--- src/rtl/addsub_pkg.sv ---
// Shared types and helpers for the pipelined add/sub block.
// Provides the flag bundle, the stage-count helper and the signed limits used when
// the ADDSUB_SAT_EN macro enables saturation.
package addsub_pkg;

    typedef struct packed {
        logic cout;
        logic ovf;
        logic zero;
        logic neg;
    } flags_t;

    // Upper bound on WIDTH supported by the limit helpers below.
    localparam int MAX_WIDTH = 1024;

    // Number of pipeline stages, one per CHUNK-bit slice (never less than one).
    function automatic int calc_stages(input int width, input int chunk);
        if (chunk < 1 || width < chunk) return 1;
        return width / chunk;
    endfunction

    // Largest positive two's-complement value of the given width.
    function automatic logic [MAX_WIDTH-1:0] smax(input int width);
        logic [MAX_WIDTH-1:0] one;
        one = MAX_WIDTH'(1);
        return (one << (width - 1)) - one;
    endfunction

    // Most negative two's-complement value of the given width.
    function automatic logic [MAX_WIDTH-1:0] smin(input int width);
        logic [MAX_WIDTH-1:0] one;
        one = MAX_WIDTH'(1);
        return one << (width - 1);
    endfunction

endpackage

--- src/rtl/addsub_slice.sv ---
// One CHUNK-bit slice of the add/sub chain: sum, carry-out and the carry into the
// slice's top bit (needed for signed overflow on the most significant slice).
// Purely combinational; the enclosing pipeline owns every register.
module addsub_slice
    import addsub_pkg::*;
#(
    parameter int CHUNK = 4
) (
    input  logic [CHUNK-1:0] a,
    input  logic [CHUNK-1:0] b,
    input  logic             cin,
    output logic [CHUNK-1:0] sum,
    output logic             cout,
    output logic             cmsb
);

    logic [CHUNK:0] full;

    assign full = {1'b0, a} + {1'b0, b} + {{CHUNK{1'b0}}, cin};
    assign sum  = full[CHUNK-1:0];
    assign cout = full[CHUNK];

    // Carry into the top bit: with a single-bit slice that is simply the carry-in.
    if (CHUNK == 1) begin : g_c1
        assign cmsb = cin;
    end else begin : g_cn
        logic [CHUNK-1:0] low;
        assign low  = {1'b0, a[CHUNK-2:0]} + {1'b0, b[CHUNK-2:0]} + {{(CHUNK-1){1'b0}}, cin};
        assign cmsb = low[CHUNK-1];
    end

endmodule

--- src/rtl/addsub_pipe.sv ---
// Pipelined two's-complement adder/subtractor with valid/ready on both sides.
// One CHUNK-bit slice is resolved per stage; the carry between slices is registered.
// Operand bits not yet consumed and result bits already produced travel with the op.
// Optional macro ADDSUB_SAT_EN: clamp s to the signed limit on overflow
// (cout/ovf still report the raw condition, zero/neg follow the clamped s).
//
// Handshake: an op is accepted when in_valid & in_ready; a result is consumed when
// out_valid & out_ready. in_ready = !out_valid | out_ready, and the whole pipe moves
// only when in_ready is high, so a stalled output freezes every stage.
module addsub_pipe
    import addsub_pkg::*;
#(
    parameter int WIDTH = 16,
    parameter int CHUNK = 4
) (
    input  logic             clk,
    input  logic             rst_n,
    input  logic             in_valid,
    output logic             in_ready,
    input  logic [WIDTH-1:0] a,
    input  logic [WIDTH-1:0] b,
    input  logic             sub,
    output logic             out_valid,
    input  logic             out_ready,
    output logic [WIDTH-1:0] s,
    output logic             cout,
    output logic             ovf,
    output logic             zero,
    output logic             neg
);

    localparam int STAGES = calc_stages(WIDTH, CHUNK);

    // Reject configurations that cannot be cut into whole slices.
    if (CHUNK < 1) begin : g_bad_chunk
        $error("addsub_pipe: CHUNK must be at least 1");
    end else if ((WIDTH < CHUNK) || ((WIDTH % CHUNK) != 0)) begin : g_bad_width
        $error("addsub_pipe: WIDTH must be a non-zero multiple of CHUNK");
    end

`ifdef ADDSUB_SAT_EN
    localparam logic [WIDTH-1:0] SMAX = WIDTH'(smax(WIDTH));
    localparam logic [WIDTH-1:0] SMIN = WIDTH'(smin(WIDTH));
`endif

    // Stage registers, index k holds the op after slice k has been resolved.
    logic [STAGES-1:0]            v_r;
    logic [STAGES-1:0]            carry_r;
    logic [STAGES-1:0]            sub_r;
    logic [STAGES-1:0][WIDTH-1:0] a_r;
    logic [STAGES-1:0][WIDTH-1:0] bx_r;
    logic [STAGES-1:0][WIDTH-1:0] s_r;
    flags_t                       flags_r;

    // Per-stage inputs to the slice adders and their results.
    logic [STAGES-1:0]            v_in;
    logic [STAGES-1:0]            c_in;
    logic [STAGES-1:0]            sub_in;
    logic [STAGES-1:0][WIDTH-1:0] a_in;
    logic [STAGES-1:0][WIDTH-1:0] bx_in;
    logic [STAGES-1:0][WIDTH-1:0] s_in;
    logic [STAGES-1:0][CHUNK-1:0] sum_w;
    logic [STAGES-1:0]            co_w;
    logic [STAGES-1:0]            cm_w;

    logic [STAGES-1:0][WIDTH-1:0] s_ld;
    logic [WIDTH-1:0]             raw;
    logic [WIDTH-1:0]             s_fin;
    flags_t                       flags_nx;
    logic                         advance;

    assign advance  = !v_r[STAGES-1] || out_ready;
    assign in_ready = advance;

    // Stage 0 takes the ports (b pre-inverted for subtract); later stages take the previous register.
    always_comb begin
        v_in[0]   = in_valid;
        c_in[0]   = sub;
        sub_in[0] = sub;
        a_in[0]   = a;
        bx_in[0]  = b ^ {WIDTH{sub}};
        s_in[0]   = '0;
        for (int k = 1; k < STAGES; k++) begin
            v_in[k]   = v_r[k-1];
            c_in[k]   = carry_r[k-1];
            sub_in[k] = sub_r[k-1];
            a_in[k]   = a_r[k-1];
            bx_in[k]  = bx_r[k-1];
            s_in[k]   = s_r[k-1];
        end
    end

    for (genvar k = 0; k < STAGES; k++) begin : g_slice
        addsub_slice #(.CHUNK(CHUNK)) u_slice (
            .a    (a_in[k][k*CHUNK +: CHUNK]),
            .b    (bx_in[k][k*CHUNK +: CHUNK]),
            .cin  (c_in[k]),
            .sum  (sum_w[k]),
            .cout (co_w[k]),
            .cmsb (cm_w[k])
        );
    end

    // Merge each slice sum into its partial result; derive flags (and clamp) on the last stage.
    always_comb begin
        s_ld     = '0;
        flags_nx = '0;
        for (int k = 0; k < STAGES; k++) begin
            s_ld[k] = s_in[k];
            s_ld[k][k*CHUNK +: CHUNK] = sum_w[k];
        end
        raw           = s_ld[STAGES-1];
        flags_nx.cout = sub_in[STAGES-1] ^ co_w[STAGES-1];
        flags_nx.ovf  = cm_w[STAGES-1] ^ co_w[STAGES-1];
        s_fin         = raw;
`ifdef ADDSUB_SAT_EN
        // A negative-looking raw result on overflow means the true value was too positive.
        if (flags_nx.ovf) begin
            s_fin = raw[WIDTH-1] ? SMAX : SMIN;
        end
`endif
        s_ld[STAGES-1] = s_fin;
        flags_nx.zero  = (s_fin == '0);
        flags_nx.neg   = s_fin[WIDTH-1];
    end

    // Shift the whole pipe on advance; reset discards every op in flight.
    always_ff @(posedge clk or negedge rst_n) begin
        if (!rst_n) begin
            v_r     <= '0;
            carry_r <= '0;
            sub_r   <= '0;
            a_r     <= '0;
            bx_r    <= '0;
            s_r     <= '0;
            flags_r <= '0;
        end else if (advance) begin
            v_r     <= v_in;
            carry_r <= co_w;
            sub_r   <= sub_in;
            a_r     <= a_in;
            bx_r    <= bx_in;
            s_r     <= s_ld;
            flags_r <= flags_nx;
        end
    end

    assign out_valid = v_r[STAGES-1];
    assign s         = s_r[STAGES-1];
    assign cout      = flags_r.cout;
    assign ovf       = flags_r.ovf;
    assign zero      = flags_r.zero;
    assign neg       = flags_r.neg;

    // Last-stage operand copies and the carry-into-top of lower slices have no consumer.
    logic unused_bits;
    assign unused_bits = ^{a_r[STAGES-1], bx_r[STAGES-1], carry_r[STAGES-1],
                           sub_r[STAGES-1], cm_w};

endmodule

--- config.mk ---
export PLATFORM = sky130hd
export DESIGN_NAME = addsub_pipe
export DESIGN_NICKNAME = d
export VERILOG_FILES = /design/src/rtl/addsub_pkg.sv /design/src/rtl/addsub_slice.sv /design/src/rtl/addsub_pipe.sv
export SDC_FILE = /design/constraint.sdc
export NUM_CORES = 1
export LEC_CHECK = 0
export BUFFER_PORTS_ARGS = -buffer_cell sky130_fd_sc_hd__buf_2
export CAP_MARGIN = 20
export CELL_PAD_IN_SITES_DETAIL_PLACEMENT = 0
export CELL_PAD_IN_SITES_GLOBAL_PLACEMENT = 1
export CORE_ASPECT_RATIO = 1.4
export CORE_MARGIN = 2
export CORE_UTILIZATION = 40
export DETAILED_ROUTE_END_ITERATION = 8
export PLACE_DENSITY_LB_ADDON = 0.2
export SYNTH_ARGS = -nofsm -noshare
export SYNTH_HDL_FRONTEND = slang
export SYNTH_SLANG_ARGS = --single-unit
--- constraint.sdc ---
create_clock -name clk -period 1.86 [get_ports clk]
set_input_delay 0.093 -clock clk [delete_from_list [all_inputs] [get_ports clk]]
set_output_delay 0.093 -clock clk [all_outputs]
set_load 0.01 [all_outputs]
==> results.ini <==
[run_status]
outcome = finished with violations
violations = setup timing

[critical_path]
reg2reg_from = a_in[60]
slowest_stage = fa_2
cp_common_cell = fa_2
required_ns = 2.09
worst_ep_arrival_time_ns = 2.12
end_kind = flop
max_stage_delay_ns = 0.54
worst_r2r_path_depth = 5
critPathTopFamily = adder cells
path_max_fanout = 2
worstPathCellList = fa_2 > fa_2 > nor4_1 > and3_1 > a32o_1
startpoint = a_in[60]
path_class = flop to flop
cp_num_cells = 5
cp_num_buf_inv = 0
critical_path.startpoint_type = flop

[global_route]
grt_max_degree = 41
grt_pass1_vias = 3173
grt.overflow.total = 0
antenna_found_initial = 0
track_usage_pct = 16.1
grt_pass1_wl_mm = 14.8

[logic_synthesis]
synth-seq-area-share_pct = 57.0
syn-mean-instance-area_um2 = 9.37
async_flop_share_pct = 100
synthesis.nets = 529
synth.ff_latch_count = 101
yosysWarnings = 0
synthDistinctLibCells = 28
syn-cell-area_um2 = 4430
synth_edf_count = 0
yosys_most_used_dff = dfrtp_1
synthCells = 473

[timing]
setup_viol = 2
clock_skew_ns = 0.00724
worstMarginPinSlew_ns = 0.527
fmax_mhz = 529
rsz0062_at_grt = true
min_period_ns = 1.89
timing.hold.ws_ns = 0.0282
period_share_pct = 102
tns_ns = -0.0463
relSlewSlack_pct = 64.9
hold_viol_final = 0
setup_ws_ns = -0.0313
slew_viol_final = 0

[floorplan]
num_rows = 45
ios = 59
die_w_um = 93.0
core-area_um2 = 10800
die_y_um = 129
die-area_um2 = 12000
initial_utilization_pct = 41.0

[route]
firstDrtPassIters = 4
via_per_inst = 4.59
drt_wl_total_mm = 8.77
wl_per_cell_um = 12.7
drc = 0
ant_nets = 0
drt_iter0_drc = 99
vias = 3170

[clocking]
clkSinkCount = 101
htree_levels = 3
clockBufferDepth = 2
clock_latency_ns = 0.34
cts-buffers-inserted = 9
cts_tree = built
cts_root_buf = clkbuf_16
path_clk_slew_ns = 0.07

[cells_and_area]
diodes = 0
stdcell_count = 690
layout.nets = 602
utilization_pct = 49.5
layout_commonest_cell = nand2_1
syn_to_final_growth_pct = 20.7
layout-drive-gt1-share_pct = 17.1
layout.cells.most_common_list = nand2_1 (221), dfrtp_1 (101), buf_2 (57)

[hold_path]
worstHoldStart = b[12]
min_path_cells = 3
hold_class = primary input to flop

[placed_design]
port_buffers = 58
gp_congestion = 0.865
placedCellCount = 660
dpl.hpwl_mm = 6.16

[power_and_ir_drop]
power_density_nw_per_um2 = 1600
p_leak_nw = 2.76
peakVddDrop_mv = 0.596

[job]
cap_violations = 0

## flip-flops by register name (all words and copies together) (netlist names)
register / cells
a_in: 24
bx_in: 24
carry_r: 3
cout: 1
ovf: 1
raw: 12
s: 16
s_in: 12
sub_r: 3
v_r: 4
zero: 1
## cells by family (layout without fill, tap and decap cells)
family	Yosys count	count (layout)	synth area share, %
flip-flops	101	101	57.0
buffers and inverters	36	112	3.53
AND/OR/NAND/NOR	244	244	21.4
AO/OA/AOI/OAI	47	47	6.12
XOR/XNOR	24	24	4.74
multiplexers	2	2	0.677
adder cells (fa/ha/maj)	19	19	6.55
## cell type report
cell class	count	area [µm²]
flip-flops and latches	101	2530
clock buffers	13	260
inverters	11	41.3
fillers	1100	5460
well taps	141	176
multi-input cells	336	1770
clock inverters	1	7.51
repair buffers	87	571
## cells in the mapped netlist, types with 5 or more instances
| library cell | instances | share of area [%] |
|---|---|---|
| a21oi_1 | 13 | 1.5 |
| dfrtp_1 | 101 | 57 |
| xnor2_1 | 15 | 3.0 |
| buf_1 | 6 | 0.51 |
| a21o_1 | 5 | 0.85 |
| xor2_1 | 9 | 1.8 |
| fa_1 | 7 | 3.2 |
| nand2_1 | 221 | 19 |
| nor2_1 | 11 | 0.93 |
| buf_2 | 8 | 0.90 |
| inv_1 | 10 | 0.85 |
| o21ai_0 | 26 | 2.9 |
| ha_1 | 12 | 3.4 |
| clkbuf_1 | 9 | 0.76 |
## path summary, 6_finish.rpt
| check | to | slack (ns) |
|---|---|---|
| max in group asynchronous | a_in[25] | 0.99 |
| min in group asynchronous | s[0] | 0.27 |
| worst min-delay path | bx_in[28] | 0.03 |
| worst max-delay path | zero | -0.03 |
| worst min register to register | v_r[2] | 0.46 |
| worst max register to register | zero | -0.03 |
## worst reg2reg max path, stage by stage (launching register included)
cell and delay [ns]:
dfrtp_1 0.40, fa_2 0.41, fa_2 0.54, nor4_1 0.04
and3_1 0.17, a32o_1 0.21
## power breakdown
part           internal, mW  switching (mW)  total (mW)
sequential             3.17           0.552        3.72
clock                 0.967           0.761        1.73
combinational          1.35            1.75        3.10
total                  5.48            3.06        8.54
## metrics by stage
| stage | cell area (µm²) | power [mW] | worst slack (ns) |
|---|---|---|---|
| 2_1_floorplan | 4440 | 5.83 | 0.0135 |
| 3_3_place_gp | 4930 | 6.78 | -0.0327 |
| 3_5_place_dp | 4930 | 6.86 | -0.0641 |
| 4_1_cts | 5340 | 8.64 | -0.0506 |
| 5_1_grt | 5350 | 9.30 | -0.101 |
| 6_report | 5350 | 8.54 | -0.0313 |
## layer usage
metal	up-vias	wire length [µm]	GRT usage, %
met5	-	0	0
met4	0	284	9.34
met3	14	240	2.28
met2	53	4350	26.9
met1	1481	3900	19.7
li1	1622	-	-
## what timing repair did
action | 4_1_cts | 5_1_grt
gates resized for setup | 1 | 1
hold buffers | 14 | 0
setup buffers | 1 | 1
pin swaps | 3 | 3
hold endpoints to repair | 49 | 0
setup endpoints to repair | 3 | 4
Note: power is estimated with default switching activity, not from simulation.
